`src/rtl/mips_ctrl_pkg.sv`:
```
// rtl/mips_ctrl_pkg.sv - shared encodings and control-word type for the MIPS main control decoder
//
// Purpose : opcode and ALUop constants, the packed control word carried from
//           the decoder to the output register, and the strobe-derivation helper.
// Contents: OP_* opcode constants, ALUOP_* constants, ctrl_word_t,
//           ctrl_apply_strobes().
package mips_ctrl_pkg;

  // Opcode field ins[31:26] encodings of the supported instruction classes
  localparam logic [5:0] OP_RTYPE = 6'b000000;
  localparam logic [5:0] OP_LW    = 6'b100011;
  localparam logic [5:0] OP_SW    = 6'b101011;
  localparam logic [5:0] OP_ADDI  = 6'b001000;
  localparam logic [5:0] OP_BEQ   = 6'b000100;
  localparam logic [5:0] OP_J     = 6'b000010;

  // ALUop handed to the ALU-function decoder
  localparam logic [1:0] ALUOP_ADD   = 2'b00;
  localparam logic [1:0] ALUOP_SUB   = 2'b01;
  localparam logic [1:0] ALUOP_FUNCT = 2'b10;

  // Control word in output-port order; an all-zero word is the NOP-safe state
  typedef struct packed {
    logic       rtype;
    logic       lw;
    logic       sw;
    logic       addi;
    logic       branch;
    logic       jump;
    logic       illegal;
    logic       RegDst;
    logic       ALUSrc;
    logic       RegWrite;
    logic       Mem2Reg;
    logic       MemRead;
    logic       MemWrite;
    logic [1:0] ALUop;
  } ctrl_word_t;

  // Takes a word with only the class flags set and fills in the strobes and
  // ALUop. jump and illegal contribute to no strobe, so both come out as NOPs
  // from the datapath's point of view.
  function automatic ctrl_word_t ctrl_apply_strobes(input ctrl_word_t cls);
    ctrl_word_t w;
    w          = cls;
    w.RegDst   = cls.rtype;
    w.ALUSrc   = cls.lw | cls.sw | cls.addi;
    w.RegWrite = cls.rtype | cls.lw | cls.addi;
    w.Mem2Reg  = cls.lw;
    w.MemRead  = cls.lw;
    w.MemWrite = cls.sw;
    if (cls.rtype) begin
      w.ALUop = ALUOP_FUNCT;
    end else if (cls.branch) begin
      w.ALUop = ALUOP_SUB;
    end else begin
      w.ALUop = ALUOP_ADD;
    end
    return w;
  endfunction

endpackage

```
`src/rtl/mips_main_control_if.sv`:
```
// rtl/mips_main_control_if.sv - opcode/enable input and control-strobe bundle of the main control decoder
//
// Purpose : groups the update enable, the opcode field and all registered
//           control outputs into one bundle.
// Modports: master - drives en/opCode, observes the control outputs (fetch side)
//           slave  - receives en/opCode, drives the control outputs (decoder)
interface mips_main_control_if;
  import mips_ctrl_pkg::*;

  logic       en;
  logic [5:0] opCode;

  logic       rtype;
  logic       lw;
  logic       sw;
  logic       addi;
  logic       branch;
  logic       jump;
  logic       illegal;
  logic       RegDst;
  logic       ALUSrc;
  logic       RegWrite;
  logic       Mem2Reg;
  logic       MemRead;
  logic       MemWrite;
  logic [1:0] ALUop;

  modport master (
    output en, opCode,
    input  rtype, lw, sw, addi, branch, jump, illegal,
    input  RegDst, ALUSrc, RegWrite, Mem2Reg, MemRead, MemWrite, ALUop
  );

  modport slave (
    input  en, opCode,
    output rtype, lw, sw, addi, branch, jump, illegal,
    output RegDst, ALUSrc, RegWrite, Mem2Reg, MemRead, MemWrite, ALUop
  );

endinterface

```
`src/rtl/mips_ctrl_decode.sv`:
```
// rtl/mips_ctrl_decode.sv - combinational opcode-to-control-word decoder
//
// Purpose : classifies the 6-bit opcode into exactly one class flag (or
//           illegal) and derives the datapath strobes and ALUop.
// Ports   : op_code_i [5:0] - instruction bits [31:26]
//           ctrl_o          - full control word (ctrl_word_t)
module mips_ctrl_decode
  import mips_ctrl_pkg::*;
(
  input  logic [5:0] op_code_i,
  output ctrl_word_t ctrl_o
);

  ctrl_word_t cls_flags;

  // A single case with a default guarantees exactly one flag is set for
  // every opcode, which keeps the class flags one-hot by construction.
  always_comb begin
    cls_flags = '0;
    case (op_code_i)
      OP_RTYPE: cls_flags.rtype   = 1'b1;
      OP_LW:    cls_flags.lw      = 1'b1;
      OP_SW:    cls_flags.sw      = 1'b1;
      OP_ADDI:  cls_flags.addi    = 1'b1;
      OP_BEQ:   cls_flags.branch  = 1'b1;
      OP_J:     cls_flags.jump    = 1'b1;
      default:  cls_flags.illegal = 1'b1;
    endcase
  end

  assign ctrl_o = ctrl_apply_strobes(cls_flags);

endmodule

```
`src/rtl/mips_main_control.sv`:
```
// rtl/mips_main_control.sv - registered main control decoder for the single-cycle MIPS subset
//
// Purpose : decodes opCode through mips_ctrl_decode and registers the control
//           word with enable and asynchronous clear.
// Ports   : clk   - rising-edge clock
//           rst_n - asynchronous active-low reset, clears every output
//           bus   - slave side of mips_main_control_if (en, opCode in;
//                   class flags, strobes and ALUop out)
module mips_main_control
  import mips_ctrl_pkg::*;
(
  input  logic                       clk,
  input  logic                       rst_n,
  mips_main_control_if.slave         bus
);

  ctrl_word_t ctrl_d;
  ctrl_word_t ctrl_q;

  mips_ctrl_decode u_decode (
    .op_code_i (bus.opCode),
    .ctrl_o    (ctrl_d)
  );

  // The output register is the only state. Clearing to zero (illegal=0
  // included) gives a NOP-safe word until the first enabled update.
  always_ff @(posedge clk or negedge rst_n) begin
    if (!rst_n) begin
      ctrl_q <= '0;
    end else if (bus.en) begin
      ctrl_q <= ctrl_d;
    end
  end

  assign bus.rtype    = ctrl_q.rtype;
  assign bus.lw       = ctrl_q.lw;
  assign bus.sw       = ctrl_q.sw;
  assign bus.addi     = ctrl_q.addi;
  assign bus.branch   = ctrl_q.branch;
  assign bus.jump     = ctrl_q.jump;
  assign bus.illegal  = ctrl_q.illegal;
  assign bus.RegDst   = ctrl_q.RegDst;
  assign bus.ALUSrc   = ctrl_q.ALUSrc;
  assign bus.RegWrite = ctrl_q.RegWrite;
  assign bus.Mem2Reg  = ctrl_q.Mem2Reg;
  assign bus.MemRead  = ctrl_q.MemRead;
  assign bus.MemWrite = ctrl_q.MemWrite;
  assign bus.ALUop    = ctrl_q.ALUop;

endmodule

```
`src/flat_wrapper.sv`:
```
// flat-port wrapper written by rule: the top's interface ports become plain ports
module mips_main_control_flat import mips_ctrl_pkg::*;
  (clk, rst_n, bus_en, bus_opCode, bus_rtype, bus_lw, bus_sw, bus_addi, bus_branch, bus_jump, bus_illegal, bus_RegDst, bus_ALUSrc, bus_RegWrite, bus_Mem2Reg, bus_MemRead, bus_MemWrite, bus_ALUop);
  mips_main_control_if bus_i ();
  input  logic clk;
  input  logic rst_n;
  input wire logic [$bits(bus_i.en)-1:0] bus_en;
  input wire logic [$bits(bus_i.opCode)-1:0] bus_opCode;
  output wire logic [$bits(bus_i.rtype)-1:0] bus_rtype;
  output wire logic [$bits(bus_i.lw)-1:0] bus_lw;
  output wire logic [$bits(bus_i.sw)-1:0] bus_sw;
  output wire logic [$bits(bus_i.addi)-1:0] bus_addi;
  output wire logic [$bits(bus_i.branch)-1:0] bus_branch;
  output wire logic [$bits(bus_i.jump)-1:0] bus_jump;
  output wire logic [$bits(bus_i.illegal)-1:0] bus_illegal;
  output wire logic [$bits(bus_i.RegDst)-1:0] bus_RegDst;
  output wire logic [$bits(bus_i.ALUSrc)-1:0] bus_ALUSrc;
  output wire logic [$bits(bus_i.RegWrite)-1:0] bus_RegWrite;
  output wire logic [$bits(bus_i.Mem2Reg)-1:0] bus_Mem2Reg;
  output wire logic [$bits(bus_i.MemRead)-1:0] bus_MemRead;
  output wire logic [$bits(bus_i.MemWrite)-1:0] bus_MemWrite;
  output wire logic [$bits(bus_i.ALUop)-1:0] bus_ALUop;
  assign bus_i.en = bus_en;
  assign bus_i.opCode = bus_opCode;
  assign bus_rtype = bus_i.rtype;
  assign bus_lw = bus_i.lw;
  assign bus_sw = bus_i.sw;
  assign bus_addi = bus_i.addi;
  assign bus_branch = bus_i.branch;
  assign bus_jump = bus_i.jump;
  assign bus_illegal = bus_i.illegal;
  assign bus_RegDst = bus_i.RegDst;
  assign bus_ALUSrc = bus_i.ALUSrc;
  assign bus_RegWrite = bus_i.RegWrite;
  assign bus_Mem2Reg = bus_i.Mem2Reg;
  assign bus_MemRead = bus_i.MemRead;
  assign bus_MemWrite = bus_i.MemWrite;
  assign bus_ALUop = bus_i.ALUop;
  mips_main_control u_core (.clk(clk), .rst_n(rst_n), .bus(bus_i));
endmodule
```
`config.mk`:
```
export PLATFORM = sky130hd
export DESIGN_NAME = mips_main_control_flat
export DESIGN_NICKNAME = d
export VERILOG_FILES = /design/src/rtl/mips_ctrl_pkg.sv /design/src/rtl/mips_main_control_if.sv /design/src/rtl/mips_ctrl_decode.sv /design/src/rtl/mips_main_control.sv /design/src/flat_wrapper.sv
export SDC_FILE = /design/constraint.sdc
export NUM_CORES = 1
export LEC_CHECK = 0
export BUFFER_PORTS_ARGS = -buffer_cell sky130_fd_sc_hd__buf_4
export CAP_MARGIN = 40
export CORE_MARGIN = 2
export CORE_UTILIZATION = 29
export CTS_CLUSTER_SIZE = 40
export DETAILED_ROUTE_END_ITERATION = 8
export PLACE_DENSITY = 0.63
export SETUP_SLACK_MARGIN = 0.3
export SYNTH_ARGS = -nofsm -noshare
export SYNTH_HDL_FRONTEND = slang
export SYNTH_SLANG_ARGS = --single-unit
```
`constraint.sdc`:
```
create_clock -name clk -period 0.92 [get_ports clk]
set_input_delay 0.184 -clock clk [delete_from_list [all_inputs] [get_ports clk]]
set_output_delay 0.184 -clock clk [all_outputs]
set_load 0.01 [all_outputs]
```
* Yosys cells after proc, flatten, opt, wreduce, memory -nomap -nowiden
Cells that the tools add are included.
** Cells by class
- Add/subtract/negate cells :: 0
- Reductions and logical operators :: 2
- Multiply operators :: 0
- Magnitude comparators :: 0
- Bitwise operators :: 4
- Divide/modulo/power cells :: 0
- Shift operators :: 0
- Mux-type cells :: 9
- Equality and inequality tests :: 5
** Operator list (number)
- $eq A6 B6 Y1 const B :: 2
- $mux W1 :: 8
- $eq A6 B2 Y1 const B :: 1
- $eq A6 B3 Y1 const B :: 1
- $eq A6 B4 Y1 const B :: 1
- $logic_not A6 Y1 :: 1
- $reduce_or A6 Y1 :: 1
- $or A1 B1 Y1 :: 4
- $mux W2 :: 1
** Storage, ports and cells
- Memory bits (read-only) :: 0
- RAM bits :: 0
- Memories :: 0
- Output and inout port bits :: 15
- Flip-flop bits (word level) :: 11
- Latch bits :: 0
- Input bits :: 9

* Longest topological paths before layout
- Depth after elaboration :: 4
- Mapped depth :: 3
- Mapped depth without buffers :: 3

* Modules after synthesis
Synthesis repeated with hierarchy kept, for this count alone.
** Unflattened totals
- Cell total of the unflattened synthesis :: 59
- Area total of the unflattened synthesis :: 833.3 um2
** By module, submodules not included
- mips_main_control :: times used 1, cells each 32, seq. area each 375.4 um2, area an instance 613.1 um2
- mips_ctrl_decode :: times used 1, cells each 27, seq. area each 0.0 um2, area an instance 220.2 um2

* Least setup slack after synthesis
No wires, ideal clock.
- Path type :: input to register
- Start point :: input port bus_opCode[4]
- End point :: register u_core.ctrl_q, in the netlist u_core.bus.illegal
- Arrival time :: 0.774 ns
- Slack :: 0.026 ns
- Setup time :: 0.120 ns
- Cell stages on the path :: 3
- Data required time :: 0.800 ns
- Buffers on the path :: 0
- Cell sequence :: nor2_1 -> o211ai_1 -> a41o_1
** Between the ends
- Cells in the longest elaborated chain, start to end :: 3
- Elaborated cells between the ends (all ways) :: 8
- Those cells by class :: 5 x eq/ne; 1 x mux; 2 x reduce/logical
** Ends and longest elaborated chain
- start, declared :: RTL line flat_wrapper.sv:8 : input wire logic [$bits(bus_i.opCode)-1:0] bus_opCode;
- $eq A6 B2 Y1, or another cell as far along :: RTL line mips_ctrl_decode.sv:20 : case (op_code_i)
- $reduce_or A6 Y1 (no line) *
- $mux W1 * :: RTL line mips_ctrl_decode.sv:20
- end signal, assigned :: RTL line mips_main_control.sv:31 : ctrl_q <= ctrl_d;
- end, declared :: RTL line mips_main_control.sv:18 : ctrl_word_t ctrl_q;
Mark *: on every way between the ends. The rest lies on a longest branch, timed or not.
A chain may end at the register's enable or synchronous reset.

==> impl_metrics.env <==
export IMPL_status="complete, but fails checks"
export IMPL_arrival_ns=0.85
export IMPL_drc_errors=0
export IMPL_ys_seq_area_frac=0.4866
export IMPL_grt_usage=0.1553
export IMPL_synth_fa_ha_area_frac=0
export IMPL_swShare=0.2591
export IMPL_synthToLayoutAreaGrowth_pct=85.64
export IMPL_cp_required_ns=0.74
export IMPL_drive_gt1_frac=0.6404
export IMPL_clock_latency_ns=0.27
export IMPL_diodes=0
export IMPL_yosys_mux_area_fraction=0
export IMPL_critPathBufInv=1
export IMPL_p_comb_frac=0.194
export IMPL_coreArea_um2=1689
export IMPL_maxCapViolations=0
export IMPL_tns_ns=-1.279
export IMPL_first_iter_violations=16
export IMPL_total_power_mw=1.087
export IMPL_critPathSlowestCell="dfrtp_2"
export IMPL_slew_viol_final=0
export IMPL_max_slew_worst_pin_slew_ns=0.2474
export IMPL_die_h_um=46.11
export IMPL_grt_max_degree=17
export IMPL_first_global_vias=544
export IMPL_path_max_fanout=4
export IMPL_start_kind="flip-flop"
export IMPL_clkSinkCount=10
export IMPL_final_setup_skew_ns=0
export IMPL_num_rows=15
export IMPL_mostFrequentLayoutCells="21 x buf_6, 13 x buf_4, 8 x dfrtp_1"
export IMPL_rsz0062_at_grt="yes"
export IMPL_ys_warn_count=0
export IMPL_detail_route_antenna_nets=0
export IMPL_cts_buffer_depth=2
export IMPL_die_width_um=46.11
export IMPL_p_leak_nw=0.4452
export IMPL_wl_per_cell_um=13.98
export IMPL_root_buffer="clkbuf_4"
export IMPL_nets=99
export IMPL_internal_power_mw=0.8055
export IMPL_port_buffers=23
export IMPL_worst_slack_ns=-0.1090
export IMPL_switchingPower_mw=0.2817
export IMPL_final_common_cell="buf_6"
export IMPL_mappedNetlistArea_um2=514.2
export IMPL_mappedNetlistNets=63
export IMPL_via_count=540
export IMPL_syn_area_per_cell_um2=9.523
export IMPL_wl_um=1482
export IMPL_dp_hpwl_um=1013
export IMPL_start_util=0.3044
export IMPL_synth_top_family_by_area="simple AND/OR/NAND/NOR gates"
export IMPL_finalHoldViolations=0
export IMPL_clock_power_share=0.383
export IMPL_dp_slack_ns=-0.1373
export IMPL_clk_pin_slew_ns=0.07
export IMPL_grt_ovfl_total=0
export IMPL_ys_types=22
export IMPL_pin_count=24
export IMPL_htreeDepth=1
export IMPL_fp_dieArea_um2=2126
export IMPL_ys_seq_elements=10
export IMPL_synth_xor_area_share=0
export IMPL_drtPass1Iterations=4
export IMPL_violations="setup timing"
export IMPL_crit_family="flip-flops"
export IMPL_setup_violations=15
export IMPL_vias_per_cell=5.094
export IMPL_stdcell_count=106
export IMPL_powerDensity_nw_per_um2=1139
export IMPL_max_stage_delay_ns=0.44
export IMPL_slew_headroom=0.8346
export IMPL_min_path_type="in2reg"
export IMPL_cts_made_buffers=3
export IMPL_critPathKind="reg2out"
export IMPL_antenna_found_initial=0
export IMPL_power_frac_seq=0.423
export IMPL_fmax_mhz=971.8
export IMPL_hold_ws_ns=0.1884
export IMPL_post_route_period_util=1.118
export IMPL_placedCellCount=96
export IMPL_synth_compound_area_share=0.1703
export IMPL_cts_tree="built"
export IMPL_syn_inst=54
export IMPL_period_needed_ns=1.029
export IMPL_grt_pass1_wl_um=2277
export IMPL_synthSimpleGateAreaFrac=0.2117
export IMPL_cp_end_kind="output port"
export IMPL_gp_congestion=0.7483
export IMPL_path_cells="buf_6"
export IMPL_vdd_drop_max_v=0.0005616
==> cell families after synthesis <==
| group | after synthesis |
|---|---|
| buffers and inverters | 13 |
| AO/OA/AOI/OAI | 13 |
| flip-flops | 10 |
| AND/OR/NAND/NOR | 18 |
==> Yosys cell counts, drive strengths merged <==
| cell type | count | share of area |
|---|---|---|
| dfrtp | 10 | 0.49 |
| inv | 7 | 0.051 |
| nand3 | 3 | 0.029 |
| o211ai | 1 | 0.015 |
| buf | 5 | 0.073 |
| nor2b | 1 | 0.012 |
| nand4 | 3 | 0.037 |
| nor2 | 2 | 0.015 |
| and3 | 2 | 0.027 |
| nand2 | 3 | 0.022 |
| a21oi | 1 | 0.0097 |
| clkbuf | 1 | 0.0073 |
| o21ai | 7 | 0.068 |
| a22oi | 1 | 0.024 |
| o2bb2ai | 1 | 0.017 |
| nor3 | 4 | 0.071 |
| a22o | 1 | 0.017 |
| a41o | 1 | 0.019 |
==> final timing paths <==
check,slack (ns),depth (start not counted),end,start
worst min-delay path,0.19,3,u_core.bus.MemWrite,bus_opCode[3]
max in group asynchronous,0.49,2,u_core.bus.RegDst,rst_n
worst min register to register,0.51,1,u_core.bus.ALUSrc,u_core.bus.ALUSrc
worst max-delay path,-0.11,1,bus_MemRead,u_core.bus.Mem2Reg
worst max register to register,0.07,2,u_core.bus.illegal,u_core.bus.illegal
min in group asynchronous,0.27,2,u_core.bus.addi,rst_n
==> per-stage QoR <==
stage	instance area, um^2	utilization
2_1_floorplan	548.0	-
3_3_place_gp	742.0	0.4393
3_5_place_dp	742.0	0.4393
4_1_cts	887.1	0.5252
5_1_grt	954.7	0.5652
6_report	954.7	0.5652
==> per-layer routing <==
metal  wire [um]  vias up  global-route usage
li1            -      253                   -
met1         620      254              0.1922
met2         728       28              0.2472
met3          93        5             0.03529
met4          39        0             0.08571
met5           0        -                   0
==> power groups by stage <==
stage | Clock (mW) | Combinational [mW] | Sequential, mW
finish | 0.416 | 0.211 | 0.460
CTS | 0.422 | 0.192 | 0.458
global route | 0.442 | 0.226 | 0.461
global placement | 0 | 0.159 | 0.465
detailed placement | 0 | 0.162 | 0.465
floorplan | 0 | 0.0505 | 0.470
==> area by class of cell <==
class | count | area, um^2
repair buffers | 37 | 374.1
flip-flops and latches | 10 | 252.7
multi-input cells | 31 | 244.0
inverters | 7 | 26.28
well taps | 17 | 21.27
clock buffers | 4 | 36.28
fillers | 149 | 734.5
==> what timing repair did <==
item                                   in CTS  in global routing
setup endpoints to repair                  25                 25
endpoints found under the hold margin      10                  0
hold buffers                                1                  0
setup buffers                               3                  2
pin swaps                                   6                  3
gates cloned                                0                  0
resized for setup                          26                 14
No activity file was read; power rests on OpenSTA's default activity.
